--- config.mk ---
export PLATFORM = sky130hd
export DESIGN_NAME = id_ex_stage
export DESIGN_NICKNAME = d
export VERILOG_FILES = /design/src/rtl/id_ex_stage.sv
export SDC_FILE = /design/constraint.sdc
export NUM_CORES = 1
export LEC_CHECK = 0
export ABC_AREA = 1
export ABC_CLOCK_PERIOD_IN_PS = 4600
export CORE_AREA = 2 2 108 110
export DETAILED_ROUTE_END_ITERATION = 6
export DIE_AREA = 0 0 110 112
export PLACE_DENSITY = 0.84
export SYNTH_ARGS = -nofsm -noshare
export SYNTH_HDL_FRONTEND = slang
export SYNTH_SLANG_ARGS = --single-unit
--- constraint.sdc ---
create_clock -name clk -period 4.6 [get_ports clk]
set_input_delay 0.92 -clock clk [delete_from_list [all_inputs] [get_ports clk]]
set_output_delay 0.92 -clock clk [all_outputs]
set_load 0.01 [all_outputs]
--- src/rtl/id_ex_stage.sv ---
// ID/EX pipeline register with load-use hazard detection.
// Captures decoded fields and operands from ID. Inserts a bubble on a
// load-use hazard, on a branch flush and once HLT has been captured. Holds
// all state while EX is back-pressured, and counts load-use bubbles in a
// saturating counter.
module id_ex_stage #(
  parameter int DW    = 16,
  parameter int CNT_W = 16
) (
  input  logic             clk,
  input  logic             rst,
  input  logic [3:0]       id_opcode,
  input  logic [3:0]       id_rs,
  input  logic [3:0]       id_rt,
  input  logic [3:0]       id_rd,
  input  logic [DW-1:0]    id_rs_data,
  input  logic [DW-1:0]    id_rt_data,
  input  logic [DW-1:0]    id_imm,
  input  logic [DW-1:0]    id_pc2,
  input  logic             id_valid,
  input  logic             flush,
  input  logic             ex_hold,
  output logic [3:0]       ex_opcode,
  output logic [3:0]       ex_rs,
  output logic [3:0]       ex_rt,
  output logic [3:0]       ex_rd,
  output logic [DW-1:0]    ex_rs_data,
  output logic [DW-1:0]    ex_rt_data,
  output logic [DW-1:0]    ex_imm,
  output logic [DW-1:0]    ex_pc2,
  output logic             ex_valid,
  output logic             ex_reg_write,
  output logic             stall_if_id,
  output logic             halted,
  output logic [CNT_W-1:0] stall_cnt
);

  localparam logic [3:0] OP_LW  = 4'b1000;
  localparam logic [3:0] OP_SW  = 4'b1001;
  localparam logic [3:0] OP_HLT = 4'b1111;

  // Opcode reads Rs as a source operand.
  function automatic logic uses_rs(input logic [3:0] op);
    case (op)
      4'b1000, 4'b1001, 4'b1010, 4'b1011, 4'b1101: return 1'b1;
      default:                                     return (op[3] == 1'b0);
    endcase
  endfunction

  // Opcode reads Rt as a source operand.
  function automatic logic uses_rt(input logic [3:0] op);
    case (op)
      4'b0000, 4'b0001, 4'b0010, 4'b0011, 4'b0111, 4'b1001: return 1'b1;
      default:                                              return 1'b0;
    endcase
  endfunction

  // Opcode writes the register file.
  function automatic logic reg_write(input logic [3:0] op);
    case (op)
      4'b1000, 4'b1010, 4'b1011, 4'b1110: return 1'b1;
      default:                            return (op[3] == 1'b0);
    endcase
  endfunction

  // Increment that sticks at all-ones instead of wrapping.
  function automatic logic [CNT_W-1:0] sat_inc(input logic [CNT_W-1:0] v);
    if (&v) return v;
    return v + {{(CNT_W-1){1'b0}}, 1'b1};
  endfunction

  logic rs_hit;
  logic rt_hit;
  logic luh;
  logic capture;
  logic count_stall;

  // Hazard detection against the load currently in EX, plus edge decisions.
  always_comb begin
    rs_hit = uses_rs(id_opcode) && (id_rs == ex_rd);
    // Store data is forwarded MEM-to-MEM, so an Rt-only match on SW is safe.
    rt_hit = uses_rt(id_opcode) && (id_rt == ex_rd) && (id_opcode != OP_SW);
    luh    = ex_valid && (ex_opcode == OP_LW) && (ex_rd != 4'd0) && id_valid
             && (rs_hit || rt_hit);
    // A squashed or post-HLT instruction never waits on a load.
    count_stall = luh && !flush && !halted;
    capture     = id_valid && !halted && !flush && !luh;
    stall_if_id = ex_hold || count_stall;
  end

  // ---- ID -> EX register: hold, bubble or capture; HLT and stall tracking ----
  always_ff @(posedge clk or posedge rst) begin
    if (rst) begin
      ex_opcode    <= '0;
      ex_rs        <= '0;
      ex_rt        <= '0;
      ex_rd        <= '0;
      ex_rs_data   <= '0;
      ex_rt_data   <= '0;
      ex_imm       <= '0;
      ex_pc2       <= '0;
      ex_valid     <= 1'b0;
      ex_reg_write <= 1'b0;
      halted       <= 1'b0;
      stall_cnt    <= '0;
    end else if (!ex_hold) begin
      if (capture) begin
        ex_opcode    <= id_opcode;
        ex_rs        <= id_rs;
        ex_rt        <= id_rt;
        ex_rd        <= id_rd;
        ex_rs_data   <= id_rs_data;
        ex_rt_data   <= id_rt_data;
        ex_imm       <= id_imm;
        ex_pc2       <= id_pc2;
        ex_valid     <= 1'b1;
        ex_reg_write <= reg_write(id_opcode);
        if (id_opcode == OP_HLT) halted <= 1'b1;
      end else begin
        ex_opcode    <= '0;
        ex_rs        <= '0;
        ex_rt        <= '0;
        ex_rd        <= '0;
        ex_rs_data   <= '0;
        ex_rt_data   <= '0;
        ex_imm       <= '0;
        ex_pc2       <= '0;
        ex_valid     <= 1'b0;
        ex_reg_write <= 1'b0;
      end
      if (count_stall) stall_cnt <= sat_inc(stall_cnt);
    end
  end

endmodule

* Word-level counts from Yosys, hierarchy flattened
Index checks and enable logic that the tools add are counted.
** Storage, ports and cells
- Register bits :: 99
- Output and inout port bits :: 100
** Cells by class
- Add/subtract/negate cells :: 1
- Equal/unequal tests :: 16
- Multiplexer cells :: 17
- Bitwise operators :: 2
- Reductions and logical operators :: 25
** Operator list (count)
- $mux W16 :: 5
- $eq A4 B4 Y1 const B :: 8
- $add A16 B1 Y16 const B :: 1
- $mux W4 :: 4
- $reduce_and A16 Y1 :: 1
- $logic_and A1 B1 Y1 :: 12
- $eq A4 B2 Y1 const B :: 2
- $eq A4 B4 Y1 :: 2
- $mux W1 :: 8
- $reduce_and A3 Y1 :: 2
- $reduce_or A6 Y1 :: 1
- $reduce_or A5 Y1 :: 1
- $eq A4 B1 Y1 const B :: 1
- $eq A4 B3 Y1 const B :: 1
- $logic_not A4 Y1 :: 1
- $ne A4 B4 Y1 const B :: 1
- $reduce_bool A4 Y1 :: 1
- $reduce_or A4 Y1 :: 1
- $logic_not A1 Y1 :: 3
- $logic_or A1 B1 Y1 :: 2
- $ne A2 B2 Y1 const B :: 1
- $not A1 Y1 :: 2

* Longest topological paths before layout
Gate-level depths: netlist of the first run.
- Depth in word-level cells :: 13
- Mapped depth :: 12
- Gate-level depth less buffers :: 11

* Worst setup path before layout of the first run
Ideal clock, no wire load.
- Path kind :: input-to-output
- Start point :: in id_valid
- End point :: out stall_if_id
- Arrival time :: 1676 ps
- Data required time :: 3680 ps
- Setup slack :: 2004 ps
- Stages :: 6
- Path buffers :: 0
- Cell sequence :: inv_1 > nor2_1 > nand4_1 > nor2_2 > nand3_1 > nand2_1
** On the way
- Cells in the longest elaborated chain, start to end :: 5
** Ends and longest elaborated chain
- start: declaration :: line 20 : input logic id_valid,
- $logic_and A1 B1 Y1 :: line 83 : luh = ex_valid && (ex_opcode == OP_LW) && (ex_rd != 4'd0) && id_valid
- $logic_and A1 B1 Y1 :: line 84 : && (rs_hit || rt_hit);
- $logic_and A1 B1 Y1 (2 in series) :: line 86 : count_stall = luh && !flush && !halted;
- $logic_or A1 B1 Y1 :: line 88 : stall_if_id = ex_hold || count_stall;
- end: declaration :: line 33 : output logic stall_if_id,
No other way between the ends.

* Worst setup path in the final report of the first run
Ends and elaborated chain as after synthesis.

==> results of run 1 <==
-- through the flow --
step	instance area [um2]	setup WS (ns)	std cells	power, mW
finish	7000	0.787	865	1.77
global route	7000	0.619	865	1.84
CTS	7000	0.780	865	1.78
detailed placement	6700	0.799	850	1.03
global placement	6700	0.860	850	1.03
floorplan	4850	1.09	537	0.941
-- metal layers --
| layer | GRT usage (%) | routed length [um] | up-vias |
|---|---|---|---|
| met3 | 7.55 | 1160 | 15 |
| met5 | 0 | 0 | - |
| met2 | 34.7 | 6130 | 142 |
| li1 | - | - | 2003 |
| met4 | 6.58 | 151 | 0 |
| met1 | 24.7 | 4910 | 1925 |
-- cells by family (layout without fill, tap and decap cells) --
kind of cell / count (synthesis) / in the layout / share of synthesized area, %
AOI/OAI and AO/OA: 101 / 101 / 16.8
and+or+nand+nor: 191 / 191 / 17.1
buffers and inverters: 137 / 322 / 13.3
adders and majority gates: 1 / 1 / 0.258
xor gates and xnor gates: 8 / 8 / 1.45
DFF: 99 / 99 / 51.1
-- critical path: stages --
cell	delay (ns)
clkdlybuf4s50_1	0.54
inv_1	0.06
nor2_1	0.08
nand4_1	0.10
nor2_2	0.29
nand3_1	0.22
nand2_1	0.10
clkdlybuf4s50_1	0.59
-- synth_stat cells --
cell,instances,area share [%]
nand2_1,134,10
inv_1,114,8.8
dfrtp_1,99,51
o21ai_2,65,12
nand3_1,22,2.3
nor2_1,16,1.2
o21ai_0,15,1.5
o21bai_1,14,2.2
buf_12,8,3.3
clkbuf_1,8,0.62
xor2_1,7,1.3
inv_2,5,0.39
nor2_2,5,0.65
o22ai_2,4,1.0
nand2_2,3,0.39
nand4_1,3,0.39
a21oi_1,2,0.21
buf_2,2,0.21
nand3_2,2,0.41
nor2_4,2,0.46
nor3_1,2,0.21
ha_1,1,0.26
nand2_4,1,0.23
nand4_4,1,0.44
o21ai_1,1,0.10
xnor2_1,1,0.18
-- cell type report --
type                    instances  area share (%)
flip-flops and latches         99            35.4
clock inverters                 2           0.501
clock buffers                  13            3.72
multi-input cells             301            24.7
inverters                     119            6.42
repair buffers                188            26.7
well taps                     143            2.56
-- worst paths after layout --
path	cells past startpoint	slack (ns)	endpoint	startpoint
max	8	0.79	stall_if_id	id_valid
min	2	0.48	ex_pc2[11]	ex_pc2[11]
max reg2reg	8	1.99	ex_rt_data[12]	ex_rd[0]
min reg2reg	2	0.48	ex_pc2[11]	ex_pc2[11]
max in group asynchronous	3	2.59	ex_rt_data[14]	rst
min in group asynchronous	2	1.15	ex_rt_data[12]	rst
-- power by group through the flow --
stage	combinational [mW]	clock (mW)	sequential, mW
final	0.142	0.754	0.870
after global routing	0.158	0.809	0.870
after CTS	0.144	0.770	0.870
after detailed placement	0.144	0	0.887
after global placement	0.141	0	0.887
after floorplan	0.0545	0	0.887
-- registers in the layout, indices dropped and copies added (netlist names) --
name	flops
ex_opcode	4
ex_valid	1
ex_pc2	16
halted	1
ex_rt_data	16
ex_rt	4
ex_rs	4
ex_rs_data	16
stall_cnt	16
ex_reg_write	1
ex_rd	4
ex_imm	16
==> run_results.csv, run 1 <==
group,metric,value,unit
power,combPwrFrac,8.0,%
sta,worst_hold_slack,0.482,ns
final_layout,nNetsFinal,804,
power,seqPwrFrac,49.3,%
cts,clock_latency,0.34,ns
grt,grt_pass1_vias,4251,
worst_setup_path,crit_type,"in2out",
final_layout,postLayoutCoreUtil,62.6,%
synthesis,yosysUniqueCellTypes,26,
synthesis,syn_inst,537,
drt,ant_nets,0,
sta,slew_headroom,33.7,%
drt,post_drt_wl_per_cell,14.3,um
grt,grt_antenna_before_repair,0,
worst_setup_path,cp.required,3.68,ns
final_layout,final_common_cell,"clkdlybuf4s50_1",
outcome,run_status,"finished clean",
synthesis,synth_seq_cells,99,
drt,wirelength,12400,um
sta,min_period_over_period,82.9,%
job,drv_cap,0,
power,p_int,1.39,mW
drt,drc,0,
placement,place_congestion,0.822,
drt,vias,4085,
floorplan,die_area,0.0123,mm2
floorplan,dieWidth,110,um
cts,cts_buffer_depth,2,
final_layout,areaGrowthSynthToFinish,44.4,%
min_path,hold_path_class,"reg2reg",
worst_setup_path,worst-path-max-fanout,7,
grt,grtUsageTotal,20.8,%
drt,drtPass1Iterations,5,
sta,drv_slew,0,
sta,finalHoldViolCount,0,
sta,rsz0062_at_grt,"false",
cts,cts.repair.resized,0,
power,p_leak,3.48,nW
cts,clockRootBuffer,"clkbuf_16",
sta,min_period,3.81,ns
synthesis,synth_nets,623,
synthesis,ys.warnings.count,0,
cts,cts_tree,"done",
power,peakVddDrop,219,uV
power,power_density,252,mW/mm2
sta,tightest_slew,0.995,ns
grt,grt-ovfl-total,0,
grt,grt_max_degree,82,
synthesis,syn_area,0.00485,mm2
final_layout,seq_area,0.00248,mm2
cts,hold_buffers,0,
sta,setup_viol,0,
cts,cts.sinks,99,
synthesis,avgSynthCellArea,9.03,um2
floorplan,core,0.0112,mm2
final_layout,multi_input_area,0.00173,mm2
floorplan,core.rowCount,39,
cts,htreeDepth,3,
power,power_switching_share,21.2,%
placement,numPortBuffers,184,
floorplan,ioPinCount,185,
placement,dp_hpwl,9110,um
cts,post_cts_buffers,0,
power,clkPwrFrac,42.7,%
cts,cts_inserted_buffers,9,
final_layout,final_cell_mix,"clkdlybuf4s50_1 (183), nand2_1 (134), inv_1 (113)",
synthesis,ys_seq_area_share,51.1,%
sta,skew,0.00692,ns
worst_setup_path,cp.arrival,2.89,ns
sta,max_freq,262,MHz
drt,drt_first_iter_violations,121,
final_layout,diodes,0,
worst_setup_path,end_kind,"output port",
grt,grt_pass1_wl,20200,um
floorplan,die_y,112,um
worst_setup_path,cp-start-kind,"input port",
cts,path_clk_slew,0.06,ns
sta,tns,0,ns
final_layout,n_fill_cell,929,
power,power_switching,374,uW
drt,via_per_inst,4.72,
floorplan,initial_core_util,43.4,%
final_layout,final_layout_size_suffix_gt1_share,14.8,%
(Power assumes the default switching activity.)
==> inputs of run 2 (changes only) <==
==> config.mk (replaced) <==
export PLATFORM = sky130hd
export DESIGN_NAME = id_ex_stage
export DESIGN_NICKNAME = d
export VERILOG_FILES = /design/src/rtl/id_ex_stage.sv
export SDC_FILE = /design/constraint.sdc
export NUM_CORES = 1
export LEC_CHECK = 0
export ABC_AREA = 1
export ABC_CLOCK_PERIOD_IN_PS = 3150
export CORE_AREA = 2 2 114 116
export DETAILED_ROUTE_END_ITERATION = 6
export DIE_AREA = 0 0 116 118
export PLACE_DENSITY = 0.8
export SYNTH_ARGS = -nofsm -noshare
export SYNTH_HDL_FRONTEND = slang
export SYNTH_SLANG_ARGS = --single-unit
==> constraint.sdc (replaced) <==
create_clock -name clk -period 3.15 [get_ports clk]
set_input_delay 0.63 -clock clk [delete_from_list [all_inputs] [get_ports clk]]
set_output_delay 0.63 -clock clk [all_outputs]
set_load 0.01 [all_outputs]
==> run_results.csv, run 2 (synthesis results as in run 1) <==
group,metric,value,unit
sta,drv_slew,0,
min_path,hold_path_class,"reg2reg",
drt,drtPass1Iterations,4,
drt,vias,4143,
drt,wirelength,12600,um
power,power_switching_share,21.6,%
worst_setup_path,critical_path.slowest_cell,"clkdlybuf4s50_1",
drt,post_drt_wl_per_cell,14.1,um
grt,grt_antenna_before_repair,0,
grt,grt_pass1_vias,4186,
floorplan,ioPinCount,185,
grt,grt_pass1_wl,20900,um
floorplan,core.rowCount,41,
power,clkPwrFrac,46.2,%
drt,via_per_inst,4.61,
sta,finalHoldViolCount,0,
power,power_switching,596,uW
sta,tightest_slew,0.848,ns
sta,setup_ws,0.508,ns
power,power_density,386,mW/mm2
power,p_int,2.16,mW
worst_setup_path,worst-path-max-fanout,5,
cts,path_clk_slew,0.07,ns
final_layout,areaGrowthSynthToFinish,47.3,%
sta,worst_hold_slack,0.482,ns
sta,min_period,2.64,ns
drt,drc,0,
worst_setup_path,crit_type,"in2out",
placement,numPortBuffers,184,
grt,grtUsageTotal,19.5,%
sta,slew_headroom,43.5,%
drt,ant_nets,0,
cts,clockRootBuffer,"clkbuf_16",
sta,rsz0062_at_grt,"false",
drt,drt_first_iter_violations,203,
final_layout,final_layout_size_suffix_gt1_share,15.5,%
worst_setup_path,cp.required,2.52,ns
grt,grt-ovfl-total,0,
sta,skew,0.00414,ns
sta,max_freq,378,MHz
final_layout,final_cell_mix,"clkdlybuf4s50_1 (182), nand2_1 (134), inv_1 (113)",
cts,cts.sinks,99,
power,finalPower,2.76,mW
floorplan,initial_core_util,39.1,%
outcome,run_status,"finished clean",
worst_setup_path,path_common_cell,"nand2_1",
power,p_leak,3.53,nW
worst_setup_path,end_kind,"output port",
placement,dp_hpwl,9240,um
floorplan,die_y,118,um
grt,grt_max_degree,80,
floorplan,die_area,0.0137,mm2
floorplan,core,0.0124,mm2
power,combPwrFrac,7.7,%
placement,pre_cts_ws,0.127,ns
cts,htreeDepth,3,
worst_setup_path,max_stage_delay,0.54,ns
cts,clock_latency,0.35,ns
power,seqPwrFrac,46.1,%
job,drv_cap,0,
worst_setup_path,cp_cell_sequence,"clkdlybuf4s50_1 -> nand2_1 -> nand2_1 -> nand2_1 -> nor2_1 -> nand2_2 -> nand2_4 -> nand3_1 -> nand2_1 -> dlymetal6s2s_1",
cts,cts_buffer_depth,2,
final_layout,diodes,0,
worst_setup_path,cp-start-kind,"input port",
sta,min_period_over_period,83.9,%
floorplan,dieWidth,116,um
sta,tns,0,ns
final_layout,final_common_cell,"clkdlybuf4s50_1",
worst_setup_path,cp.arrival,2.01,ns
worst_setup_path,cp_num_buf_inv,2,
worst_setup_path,cp_top_family,"buffers and inverters",
sta,setup_viol,0,
cts,post_cts_buffers,0,
cts,cts_inserted_buffers,9,
power,peakVddDrop,198,uV
placement,place_congestion,0.833,
final_layout,nNetsFinal,808,
cts,cts_tree,"done",
==> run 2: cell count changes in the layout (fill, tap and decap cells not counted), sizes merged <==
cell and delta:
clkinvlp +3, inv -1, clkbuf -3, dlymetal6s2s +1, clkdlybuf4s50 -1, bufinv +2
buf +4
==> run 2: cell type report <==
cell class,instances,area [um2]
Clock buffer,10,229
Clock inverter,6,114
Fill cell,1122,5270
Inverter,119,450
Multi-Input combinational cell,301,1730
Sequential cell,99,2480
Tap cell,172,215
Timing Repair Buffer,192,1920
==> run 2: stage by stage <==
stage	utilization [%]	instance area (um2)	cells
2_1_floorplan	-	4850	537
3_3_place_gp	54.7	6800	883
6_report	57.5	7140	899
3_5_place_dp	54.7	6800	883
4_1_cts	57.5	7140	899
5_1_grt	57.5	7140	899
==> run 2: worst min-delay path, cell delays in order (launching register included) <==
cell	delay (ns)
dfrtp_1	0.34
nand2_1	0.06
o21ai_2	0.05
==> run 2: path summary, 6_finish.rpt <==
kind	startpoint	end	slack, ns	cells past startpoint
worst max-delay path	id_opcode[0]	stall_if_id	0.51	10
worst min-delay path	ex_pc2[13]	ex_pc2[13]	0.48	2
worst max register to register	stall_cnt[1]	stall_cnt[6]	1.13	10
worst min register to register	ex_pc2[13]	ex_pc2[13]	0.48	2
max in group asynchronous	rst	ex_rt[3]	1.67	3
min in group asynchronous	rst	ex_pc2[13]	0.75	2
==> run 2: power by group through the flow <==
stage                     clock, mW  sequential, mW  combinational (mW)
after floorplan                   0            1.30              0.0799
after global placement            0            1.29               0.211
after detailed placement          0            1.29               0.215
after CTS                      1.31            1.27               0.216
after global routing           1.36            1.27               0.236
final                          1.27            1.27               0.212
==> run 2: per-layer routing <==
layer	global-route usage [%]	vias to the layer above	part of all wire [%]
li1	-	2012	-
met1	24.3	1970	41
met2	31.4	146	49
met3	6.33	15	8.3
met4	7.14	0	1.6
met5	0	-	0
==> run 2: timing repair <==
action / CTS / global route
endpoints found under the setup margin: 0 / 1
gates resized for setup: 0 / 1
hold buffers: 0 / 0
endpoints found under the hold margin: 0 / 0
